===== src/rtl/gate_bist_pkg.sv =====
// Shared types and constants for the gate-model BIST controller.
// Tap masks select the feedback bits of the LFSR (x^11+x^9+1) and MISR (x^10+x^7+1).
package gate_bist_pkg;

    localparam int DEF_IN_W  = 11;
    localparam int DEF_OUT_W = 10;
    localparam int CNT_W     = 12;

    localparam logic [10:0] LFSR_TAP = 11'h500;
    localparam logic [9:0]  MISR_TAP = 10'h240;

    typedef enum logic [1:0] {
        ST_IDLE = 2'd0,
        ST_RUN  = 2'd1,
        ST_DONE = 2'd2
    } state_e;

endpackage


===== src/rtl/gate_bist_misr.sv =====
// Multiple-input signature register: shift with tap feedback, xor in the response word.
// Reset clears to zero; load restores the run seed.
module gate_bist_misr
    import gate_bist_pkg::*;
#(
    parameter int           W    = DEF_OUT_W,
    parameter logic [W-1:0] TAP  = W'(MISR_TAP),
    parameter logic [W-1:0] SEED = '0
) (
    input  logic         clk,
    input  logic         rst_n,
    input  logic         load,
    input  logic         en,
    input  logic [W-1:0] d,
    output logic [W-1:0] q
);

    always_ff @(posedge clk or negedge rst_n) begin
        if (!rst_n)
            q <= '0;
        else if (load)
            q <= SEED;
        else if (en)
            q <= {q[W-2:0], ^(q & TAP)} ^ d;
    end

endmodule


===== src/rtl/gate_bist_ctrl.sv =====
// BIST controller: LFSR pattern generator, run counter and FSM driving a combinational
// gate model, with the response compacted by gate_bist_misr.
module gate_bist_ctrl
    import gate_bist_pkg::*;
#(
    parameter int              IN_W       = DEF_IN_W,
    parameter int              OUT_W      = DEF_OUT_W,
    parameter int              N_PATTERNS = 2047,
    parameter logic [IN_W-1:0] LFSR_SEED  = IN_W'(1),
    parameter logic [OUT_W-1:0] MISR_SEED = '0
) (
    input  logic             clk,
    input  logic             rst_n,
    input  logic             start,
    input  logic             abort,
    input  logic [OUT_W-1:0] golden_i,
    input  logic [OUT_W-1:0] resp_i,
    output logic [IN_W-1:0]  pattern_o,
    output logic             busy,
    output logic             done,
    output logic             pass_o,
    output logic [OUT_W-1:0] signature_o,
    output logic [CNT_W-1:0] pattern_cnt
);

    localparam logic [1:0] IDLE = 2'(ST_IDLE);
    localparam logic [1:0] RUN  = 2'(ST_RUN);
    localparam logic [1:0] DONE = 2'(ST_DONE);

    localparam logic [CNT_W-1:0] LAST_CNT = CNT_W'(N_PATTERNS - 1);

    logic [1:0]       state;
    logic [IN_W-1:0]  lfsr;
    logic [CNT_W-1:0] cnt;
    logic             go;
    logic             step;

    // start is only honoured outside RUN, and abort overrides it
    assign go   = start && !abort && (state != RUN);
    assign step = (state == RUN) && !abort;

    always_ff @(posedge clk or negedge rst_n) begin
        if (!rst_n) begin
            state <= IDLE;
            lfsr  <= LFSR_SEED;
            cnt   <= '0;
        end else if (abort) begin
            state <= IDLE;
        end else begin
            case (state)
                IDLE, DONE: begin
                    if (start) begin
                        state <= RUN;
                        lfsr  <= LFSR_SEED;
                        cnt   <= '0;
                    end
                end
                RUN: begin
                    lfsr <= {lfsr[IN_W-2:0], ^(lfsr & IN_W'(LFSR_TAP))};
                    cnt  <= cnt + 1'b1;
                    if (cnt == LAST_CNT)
                        state <= DONE;
                end
                default: state <= IDLE;
            endcase
        end
    end

    gate_bist_misr #(
        .W    (OUT_W),
        .TAP  (OUT_W'(MISR_TAP)),
        .SEED (MISR_SEED)
    ) u_misr (
        .clk   (clk),
        .rst_n (rst_n),
        .load  (go),
        .en    (step),
        .d     (resp_i),
        .q     (signature_o)
    );

    assign busy        = (state == RUN);
    assign done        = (state == DONE);
    assign pattern_o   = busy ? lfsr : '0;
    assign pass_o      = done && (signature_o == golden_i);
    assign pattern_cnt = cnt;

endmodule

===== config.mk =====
export PLATFORM = sky130hd
export DESIGN_NAME = gate_bist_ctrl
export DESIGN_NICKNAME = d
export VERILOG_FILES = /design/src/rtl/gate_bist_pkg.sv /design/src/rtl/gate_bist_misr.sv /design/src/rtl/gate_bist_ctrl.sv
export SDC_FILE = /design/constraint.sdc
export NUM_CORES = 1
export LEC_CHECK = 0
export CAP_MARGIN = 10
export CELL_PAD_IN_SITES_DETAIL_PLACEMENT = 0
export CELL_PAD_IN_SITES_GLOBAL_PLACEMENT = 1
export CORE_ASPECT_RATIO = 0.6
export CORE_UTILIZATION = 30
export DETAILED_ROUTE_END_ITERATION = 10
export DONT_BUFFER_PORTS = 1
export PLACE_DENSITY_LB_ADDON = 0.15
export SLEW_MARGIN = 20
export SYNTH_ARGS = -nofsm -noshare
export SYNTH_HDL_FRONTEND = slang
export SYNTH_HIERARCHICAL = 1
export SYNTH_SLANG_ARGS = --single-unit

===== constraint.sdc =====
create_clock -name clk -period 3.1 [get_ports clk]
set_input_delay 0.31 -clock clk [delete_from_list [all_inputs] [get_ports clk]]
set_output_delay 0.31 -clock clk [all_outputs]
set_load 0.005 [all_outputs]

; After elaboration in Yosys (flattened, before gate mapping)
; Index checks and enable logic that the tools add are counted.
[classes]
n_reduce_logical = 13
n_lt_le_gt_ge = 0
n_div = 0
addsub = 1
n_eq_ne = 8
muxes = 11
multipliers = 0
n_shift = 0
bitwise = 2
[ops]
columns = op, count
row1 = case mux 12 bit (2 select lines), 1
row2 = 2-to-1 mux 11 bit, 2
row3 = case mux 11 bit (2 select lines), 1
row4 = 2-to-1 mux 10 bit, 2
row5 = "adder 12 x 1 -> 12 bit, second input constant", 1
row6 = "== test 12 x 11 -> 1 bit, second input constant", 1
row7 = 2-to-1 mux 12 bit, 1
row8 = XOR reduction 11 bit, 1
row9 = == test 10 bit, 1
row10 = XOR reduction 10 bit, 1
row11 = bitwise XOR 10 bit, 1
row12 = 2-to-1 mux 2 bit, 3
row13 = logical AND 1 bit, 4
row14 = case mux 2 bit (2 select lines), 1
row15 = nonzero test 2 bit, 2
row16 = "!= test 3 x 2 -> 1 bit, second input constant", 1
row17 = "!= test 3 bit, second input constant", 1
row18 = AND reduction 3 bit, 1
row19 = "== test 2 x 1 -> 1 bit, second input constant", 1
row20 = "== test 2 bit, second input constant", 1
row21 = zero test 2 bit, 1
row22 = "!= test 2 x 1 -> 1 bit, second input constant", 1
row23 = "!= test 2 bit, second input constant", 1
row24 = AND reduction 2 bit, 1
row25 = other kinds (3), 3
[word_totals]
output_inout_bits = 36
in_bits = 24
regBits = 35
mem_count = 0
mem_bits_rw = 0
romBits = 0
wordCells = 39
latchBits = 0

; Longest topological paths before layout
; Gate-level depths: netlist of run 1.
[depth]
ltp_word = 4
mapped_depth = 9
mapped_depth_nobuf = 6

; Cells and area by module
; The synthesis of run 1 kept the hierarchy.
[modules_own_cells]
columns = mod, instances, cells_per_inst, seq_area_each_um2, area_per_inst_um2
row1 = gate_bist_ctrl, 1, 146, 626.9, 1430.1
row2 = gate_bist_misr, 1, 43, 250.2, 494.2

; Least setup slack after synthesis of run 1
; No wires, ideal clock.
[synth_path]
path_type = flip-flop to flip-flop
from = register state[0]
to = register u_misr.q[0]
setup_ns = 0.132
n_path_buf = 4
period_less_slack_ns = 1.621
path_stages_with_launch = 9
arrival_time_ns = 1.489
required_ns = 2.968
path_slack_ns = 1.479
path_cell_list = dfrtp_1 -> buf_6 -> nand2b_1 -> buf_2 -> inv_1 -> clkbuf_1 -> nor3_1 -> clkbuf_1 -> nor2_1
[synth_between]
elab_chain_cells = 3
word_cells_on_any_way = 6
classes_between = eq/ne (2) / mux (1) / reduce/logical (3)
[synth_rtl]
columns = item, line
row1 = from (decl), gate_bist_ctrl.sv:32  ; logic [1:0] state;
row2 = from (signal assigned), gate_bist_ctrl.sv:44  ; state <= IDLE;
row3 = from (signal assigned), gate_bist_ctrl.sv:48  ; state <= IDLE;
row4 = from (signal assigned), gate_bist_ctrl.sv:53  ; state <= RUN;
row5 = == test 2 x 1 -> 1 bit, --
row6 = via busy, gate_bist_ctrl.sv:19  ; output logic busy,
row7 = logical AND 1 bit, gate_bist_ctrl.sv:40  ; assign step = (state == RUN) && !abort;
row8 = nonzero test 2 bit (no line), --
row9 = to (signal assigned), gate_bist_misr.sv:24  ; q <= {q[W-2:0], ^(q & TAP)} ^ d;
row10 = to (decl), gate_bist_misr.sv:15  ; output logic [W-1:0] q
; The timed path passes the listed nets, and every way through them passes these cells.
; A chain may end at the register's enable or synchronous reset.

; Worst setup path in the final report of run 1
[layout_path]
from = register state[0]
to = output pattern_o[3]
[layout_between]
elab_chain_cells = 2
[layout_rtl]
columns = item, line
row1 = == test 2 x 1 -> 1 bit, gate_bist_ctrl.sv:82  ; assign busy = (state == RUN);
row2 = via busy, gate_bist_ctrl.sv:19
row3 = 2-to-1 mux 11 bit, gate_bist_ctrl.sv:84  ; assign pattern_o = busy ? lfsr : '0;
row4 = to (decl), gate_bist_ctrl.sv:18  ; output logic [IN_W-1:0] pattern_o,
; The timed path passes the listed nets, and every way through them passes these cells.

==> run_results.csv, run 1 <==
group,metric,value,unit
synth,syn_area_per_cell,10.2,um2
place,portBuffers,0,
synth,ys_top_cells_by_area,"dfrtp_1 44%, xnor2_1 12%, a211oi_1 5.1%, nor2_1 5.1%, a22o_1 4.1%",
synth,yosysWarnings,6,
sta,clock_skew,0.00420,ns
global_routing,grt_max_degree,36,
sta,slew_headroom,0.425,
synth,postSynth.asyncResetShare,1.00,
pwr,power.leakage,0.847,nW
global_routing,grt_overflow_total,0,
critical_path,required,2.79,ns
clock_tree,cts_resized,0,
route,dr.first_iter.drc_count,84,
critical_path,cpMaxStageDelayCell,"dfrtp_1",
floorplanning,num_rows,22,
sta,slew_violations,0,
synth,ys_types,35,
critical_path,start_kind,"register",
route,via_per_inst,5.03,
route,wl,4450,um
sta,final-setup-viol-count,0,
global_routing,grt_antenna_before_repair,0,
sta,period_share,0.650,
clock_tree,path_clk_slew,0.07,ns
critical_path,crit_path_max_incr_delay,0.46,ns
outcome,status,"complete, no violations",
pwr,irDropWorstVdd,0.205,mV
layout,final_nets,215,
global_routing,grt_pass1_wl,7160,um
synth,synthMuxAreaShare,0.00520,
route,vias,1378,
clock_tree,cts_htree_levels,2,
synth,synth_cells,189,
floorplanning,die_w,105,um
pwr,power.density,586,nW/um2
place,place_ws,1.28,ns
sta,hold_slack,0.0858,ns
route,drtAntennaViolNets,0,
layout,area_growth,8.78,%
sta,fmax,496,MHz
place,dp_hpwl,3210,um
sta,tightestPinTransition,0.862,ns
clock_tree,clkLatencyLatePin,0.28,ns
synth,synth_top_area_frac,0.442,
route,detail_route.drc_violations,0,
layout,fill_cells,634,
clock_tree,cts_root_buf,"clkbuf_8",
critical_path,crit_type,"reg -> out",
floorplanning,die_area,6750,um2
sta,tns,0,ns
sta,setup_ws,1.08,ns
floorplanning,start_util,0.313,
synth,synth_fp_nets,215,
synth,ys_ff_latch,35,
clock_tree,clock_path_buffers,2,
sta,rsz0062_at_grt,"no",
floorplanning,io_pins,60,
floorplanning,core_area,6140,um2
synth,syn_area,1920,um2
clock_tree,cts.sinks,35,
synth,synth_edf_count,0,
critical_path,crit_chain,"nand2b_1 -> inv_1 -> and2_1",
place,gp_congestion,0.733,
critical_path,path_max_fanout,15,
worst_hold_path,hold_path_class,"in -> reg",
layout,antenna_cells,0,
critical_path,arrival,1.71,ns
job,max_cap_violations,0,
route,wl_per_cell,16.2,um
route,first_pass_iters,5,
synth,synth_adder_area_share,0.0130,
synth,synth-compound-area-share,0.175,
sta,period_minus_slack,2.02,ns
clock_tree,numCtsBuffers,5,
synth,synth_top_family_by_area,"compound AO/OA/AOI/OAI gates",
synth,synth_top_flop_cell,"dfrtp_1",
synth,synth-seq-area-share,0.456,
clock_tree,cts_tree,"done",
layout,drive_gt1_frac,0.0947,
synth,synth_top_cell_by_area,"dfrtp_1",
floorplanning,die_h,64.0,um
sta,hold_violations,0,
global_routing,grt_pass1_vias,1306,
clock_tree,postCtsSetupBuffers,0,
synth,synth_xor_area_frac,0.131,
global_routing,gr-usage-all-layers,0.139,
synth,synthSimpleGateAreaFrac,0.166,
critical_path,crit_path_end_kind,"output port",
what timing repair did:
item | in CTS | in global routing
hold buffers | 2 | 0
endpoints found under the setup margin | 0 | 0
hold endpoints to repair | 35 | 0
layout make-up:
| cell class | count | area (um2) | area share |
|---|---|---|---|
| inverters | 7 | 26.3 | 0.0126 |
| clock buffers | 7 | 96.3 | 0.0460 |
| repair buffers | 3 | 37.5 | 0.0179 |
| well taps | 84 | 105 | 0.0502 |
| flip-flops and latches | 35 | 877 | 0.419 |
| clock inverters | 1 | 7.51 | 0.00359 |
| multi-input cells | 137 | 943 | 0.451 |
layout by cell type (no fill, tap or decap), drive strengths merged:
cell type	instances
xnor2	26
mux2i	1
nand3b	1
nand3	2
ha	2
nor2	26
and2	11
clkbuf	7
nand4	4
a21o	1
a211oi	13
inv	7
and3	1
a31o	2
xor3	1
a31oi	3
nor3	3
o21ai	5
a41o	2
nor4	1
a22oi	2
dfstp	1
a21oi	5
a2111oi	1
clkinvlp	1
dlygate4sd3	1
or3b	1
nand2	10
nand2b	3
a22o	9
buf	2
dfrtp	34
nor2b	1
state kept, by name, summed over array words and instances (netlist names):
register	flops
state	2
lfsr	11
u_misr/q	10
pattern_cnt	12
routing by layer:
| metal | GRT usage | share of wire | vias to the layer above |
|---|---|---|---|
| met5 | 0 | 0 | - |
| met4 | 0.0317 | 0.0081 | 0 |
| met3 | 0.0500 | 0.071 | 4 |
| met2 | 0.182 | 0.40 | 41 |
| met1 | 0.210 | 0.52 | 677 |
| li1 | - | - | 656 |
power by group:
part	total, W	switching [W]	leakage, nW	internal, W
combinational	0.000238	0.000118	0.331	0.000120
clock	0.000367	0.000165	0.0505	0.000202
sequential	0.000621	0.000100	0.466	0.000521
total	0.00123	0.000383	0.847	0.000843
through the flow:
stage / total power (W) / instance area [um2] / cells / utilization
2_1_floorplan: 0.000804 / 1920 / 189 / -
3_3_place_gp: 0.000852 / 1960 / 264 / 0.319
3_5_place_dp: 0.000858 / 1960 / 264 / 0.319
4_1_cts: 0.00125 / 2090 / 274 / 0.341
5_1_grt: 0.00131 / 2090 / 274 / 0.341
6_report: 0.00123 / 2090 / 274 / 0.341
worst max-delay path, delay by kind of cell (launching register included):
kind          cells  cell delay [ns]
flops             1             0.46
simple gates      2             0.63
buf+inv           1             0.32
logic make-up after synthesis:
kind of cell               Yosys count
xor gates and xnor gates            27
adders and majority gates            2
buffers and inverters               17
and+or+nand+nor                     64
muxes                                1
DFF                                 35
AOI/OAI and AO/OA                   43
Yosys cell counts, types with 2 or more instances:
cell type,number
nand4_1,4
a31oi_1,3
nand2_1,10
nand2b_1,2
dfrtp_1,34
buf_2,2
a31o_2,2
nor3_1,2
and2_1,11
a211oi_1,13
a22oi_1,2
a41o_1,2
inv_1,7
nor2_1,26
buf_6,5
a21oi_1,4
nand3_1,2
o21ai_0,5
xnor2_1,26
clkbuf_1,3
ha_1,2
a22o_1,9
worst paths after layout:
kind / from / to / slack (ns) / depth (start not counted)
setup / recovery: state[0] / pattern_o[3] / 1.08 / 3
hold / removal: abort / state[1] / 0.09 / 1
setup reg to reg: state[0] / u_misr/q[8] / 1.31 / 5
hold reg to reg: lfsr[0] / lfsr[0] / 0.52 / 2
max in group asynchronous: rst_n / lfsr[0] / 2.36 / 2
min in group asynchronous: rst_n / u_misr/q[2] / 0.50 / 2
Note: power is estimated with default switching activity, not from simulation.
==> run 2, diff against run 1 <==
clock period = 2 ns   (was 3.1 ns; I/O delays follow)
==> run_results.csv, run 2 (synthesis gave the netlist of run 1 again) <==
group,metric,value,unit
route,first_pass_iters,4,
sta,tightestPinTransition,0.485,ns
layout,stdcell_count,279,
critical_path,start_kind,"register",
critical_path,crit_path_max_incr_delay,0.47,ns
sta,period_minus_slack,1.84,ns
global_routing,grt_pass1_wl,7490,um
clock_tree,clock_path_buffers,2,
critical_path,arrival,1.64,ns
floorplanning,num_rows,22,
route,wl,4570,um
sta,rsz0062_at_grt,"no",
pwr,pwr-share-comb,0.203,
floorplanning,die_w,105,um
route,wl_per_cell,16.4,um
floorplanning,start_util,0.313,
worst_hold_path,hold_path_class,"in -> reg",
critical_path,cpMaxStageDelayCell,"dfrtp_1",
global_routing,grt_antenna_before_repair,0,
pwr,p_sw_frac,0.329,
critical_path,crit_chain,"nand2b_1 -> inv_1 -> buf_4 -> and2_1",
layout,area_growth,9.82,%
route,drtAntennaViolNets,0,
global_routing,grt_pass1_vias,1379,
clock_tree,path_clk_slew,0.08,ns
route,detail_route.drc_violations,0,
sta,tns,0,ns
sta,slew_headroom,0.674,
route,via_per_inst,4.95,
floorplanning,die_h,64.0,um
critical_path,required,1.80,ns
route,vias,1380,
layout,utilization,0.344,
sta,slew_violations,0,
pwr,power.leakage,0.870,nW
outcome,status,"complete, no violations",
global_routing,gr-usage-all-layers,0.148,
clock_tree,cts_root_buf,"clkbuf_8",
floorplanning,io_pins,60,
place,gp_congestion,0.707,
layout,antenna_cells,0,
sta,hold_violations,0,
layout,final_cell_mix,"34 x dfrtp_1, 26 x xnor2_1, 26 x nor2_1",
layout,drive_gt1_frac,0.113,
clock_tree,cts_htree_levels,2,
pwr,seqPwrFrac,0.522,
pwr,power.density,873,nW/um2
sta,final-setup-viol-count,0,
critical_path,worstPathBufferInverterCount,2,
place,place_inst,268,
clock_tree,cts_tree,"done",
floorplanning,die_area,6750,um2
critical_path,path_max_fanout,14,
sta,period_share,0.922,
critical_path,cp_top_family,"simple AND/OR/NAND/NOR gates",
clock_tree,clkLatencyLatePin,0.29,ns
floorplanning,core_area,6140,um2
job,max_cap_violations,0,
place,portBuffers,0,
clock_tree,cts.sinks,35,
layout,largest_register_ffs,12,
route,dr.first_iter.drc_count,48,
layout,final_nets,220,
pwr,switchingPower,0.000607,W
clock_tree,numCtsBuffers,5,
layout,final_common_cell,"dfrtp_1",
global_routing,grt_max_degree,36,
sta,fmax,542,MHz
clock_tree,postCtsSetupBuffers,0,
critical_path,crit_path_end_kind,"output port",
pwr,irDropWorstVdd,0.256,mV
place,dp_hpwl,3240,um
global_routing,grt_overflow_total,0,
sta,clock_skew,0.00413,ns
critical_path,crit_type,"reg -> out",
sta,hold_slack,0.0991,ns
pwr,clkPwrFrac,0.276,
pwr,p_int,0.00124,W
[run 2: final cells by class]
| class | count | area, um2 |
|---|---|---|
| Fill cell | 631 | 4030 |
| Multi-Input combinational cell | 137 | 943 |
| Sequential cell | 35 | 877 |
| Tap cell | 84 | 105 |
| Timing Repair Buffer | 8 | 77.6 |
| Clock buffer | 5 | 68.8 |
| Inverter | 7 | 26.3 |
| Clock inverter | 3 | 15.0 |
[run 2: per-layer routing]
layer | wire (um) | track usage
met1 | 2320 | 0.214
met2 | 1890 | 0.195
met3 | 325 | 0.0541
met4 | 29 | 0.0581
met5 | 0 | 0
[run 2: worst paths after layout]
path / from / to / slack, ns / cells after the start
max reg2reg: state[0] / pattern_cnt[11] / 0.31 / 4
max: state[0] / pattern_o[4] / 0.16 / 4
min reg2reg: lfsr[0] / lfsr[0] / 0.53 / 2
min: abort / lfsr[10] / 0.1 / 2
max in group asynchronous: rst_n / lfsr[0] / 1.38 / 2
min in group asynchronous: rst_n / pattern_cnt[4] / 0.37 / 2
[run 2: worst reg2reg max path, cell delays in order (launching register included)]
cell and delay, ns:
dfrtp_1 0.49, nand2b_1 0.31, a21oi_1 0.41, a31oi_1 0.13, a41o_1 0.23
[run 2: repair_timing]
action,in CTS,in global routing
endpoints found under the setup margin,0,0
hold buffers,3,0
endpoints found under the hold margin,36,0
resized for setup,0,0
[run 2: power groups by stage]
stage / Sequential [W] / Clock [W] / Combinational, W
after floorplan: 0.000930 / 0 / 0.000317
after global placement: 0.000971 / 0 / 0.000351
after detailed placement: 0.000976 / 0 / 0.000354
after CTS: 0.000963 / 0.000531 / 0.000380
after global routing: 0.000984 / 0.000570 / 0.000425
final: 0.000963 / 0.000508 / 0.000374
[run 2: through the flow]
step | total power [W] | area, um2 | worst slack (ns)
3_5_place_dp | 0.00133 | 1990 | 0.344
6_report | 0.00184 | 2110 | 0.156
3_3_place_gp | 0.00132 | 1990 | 0.421
2_1_floorplan | 0.00125 | 1920 | 0.379
4_1_cts | 0.00187 | 2110 | 0.141
5_1_grt | 0.00198 | 2110 | 0.0123
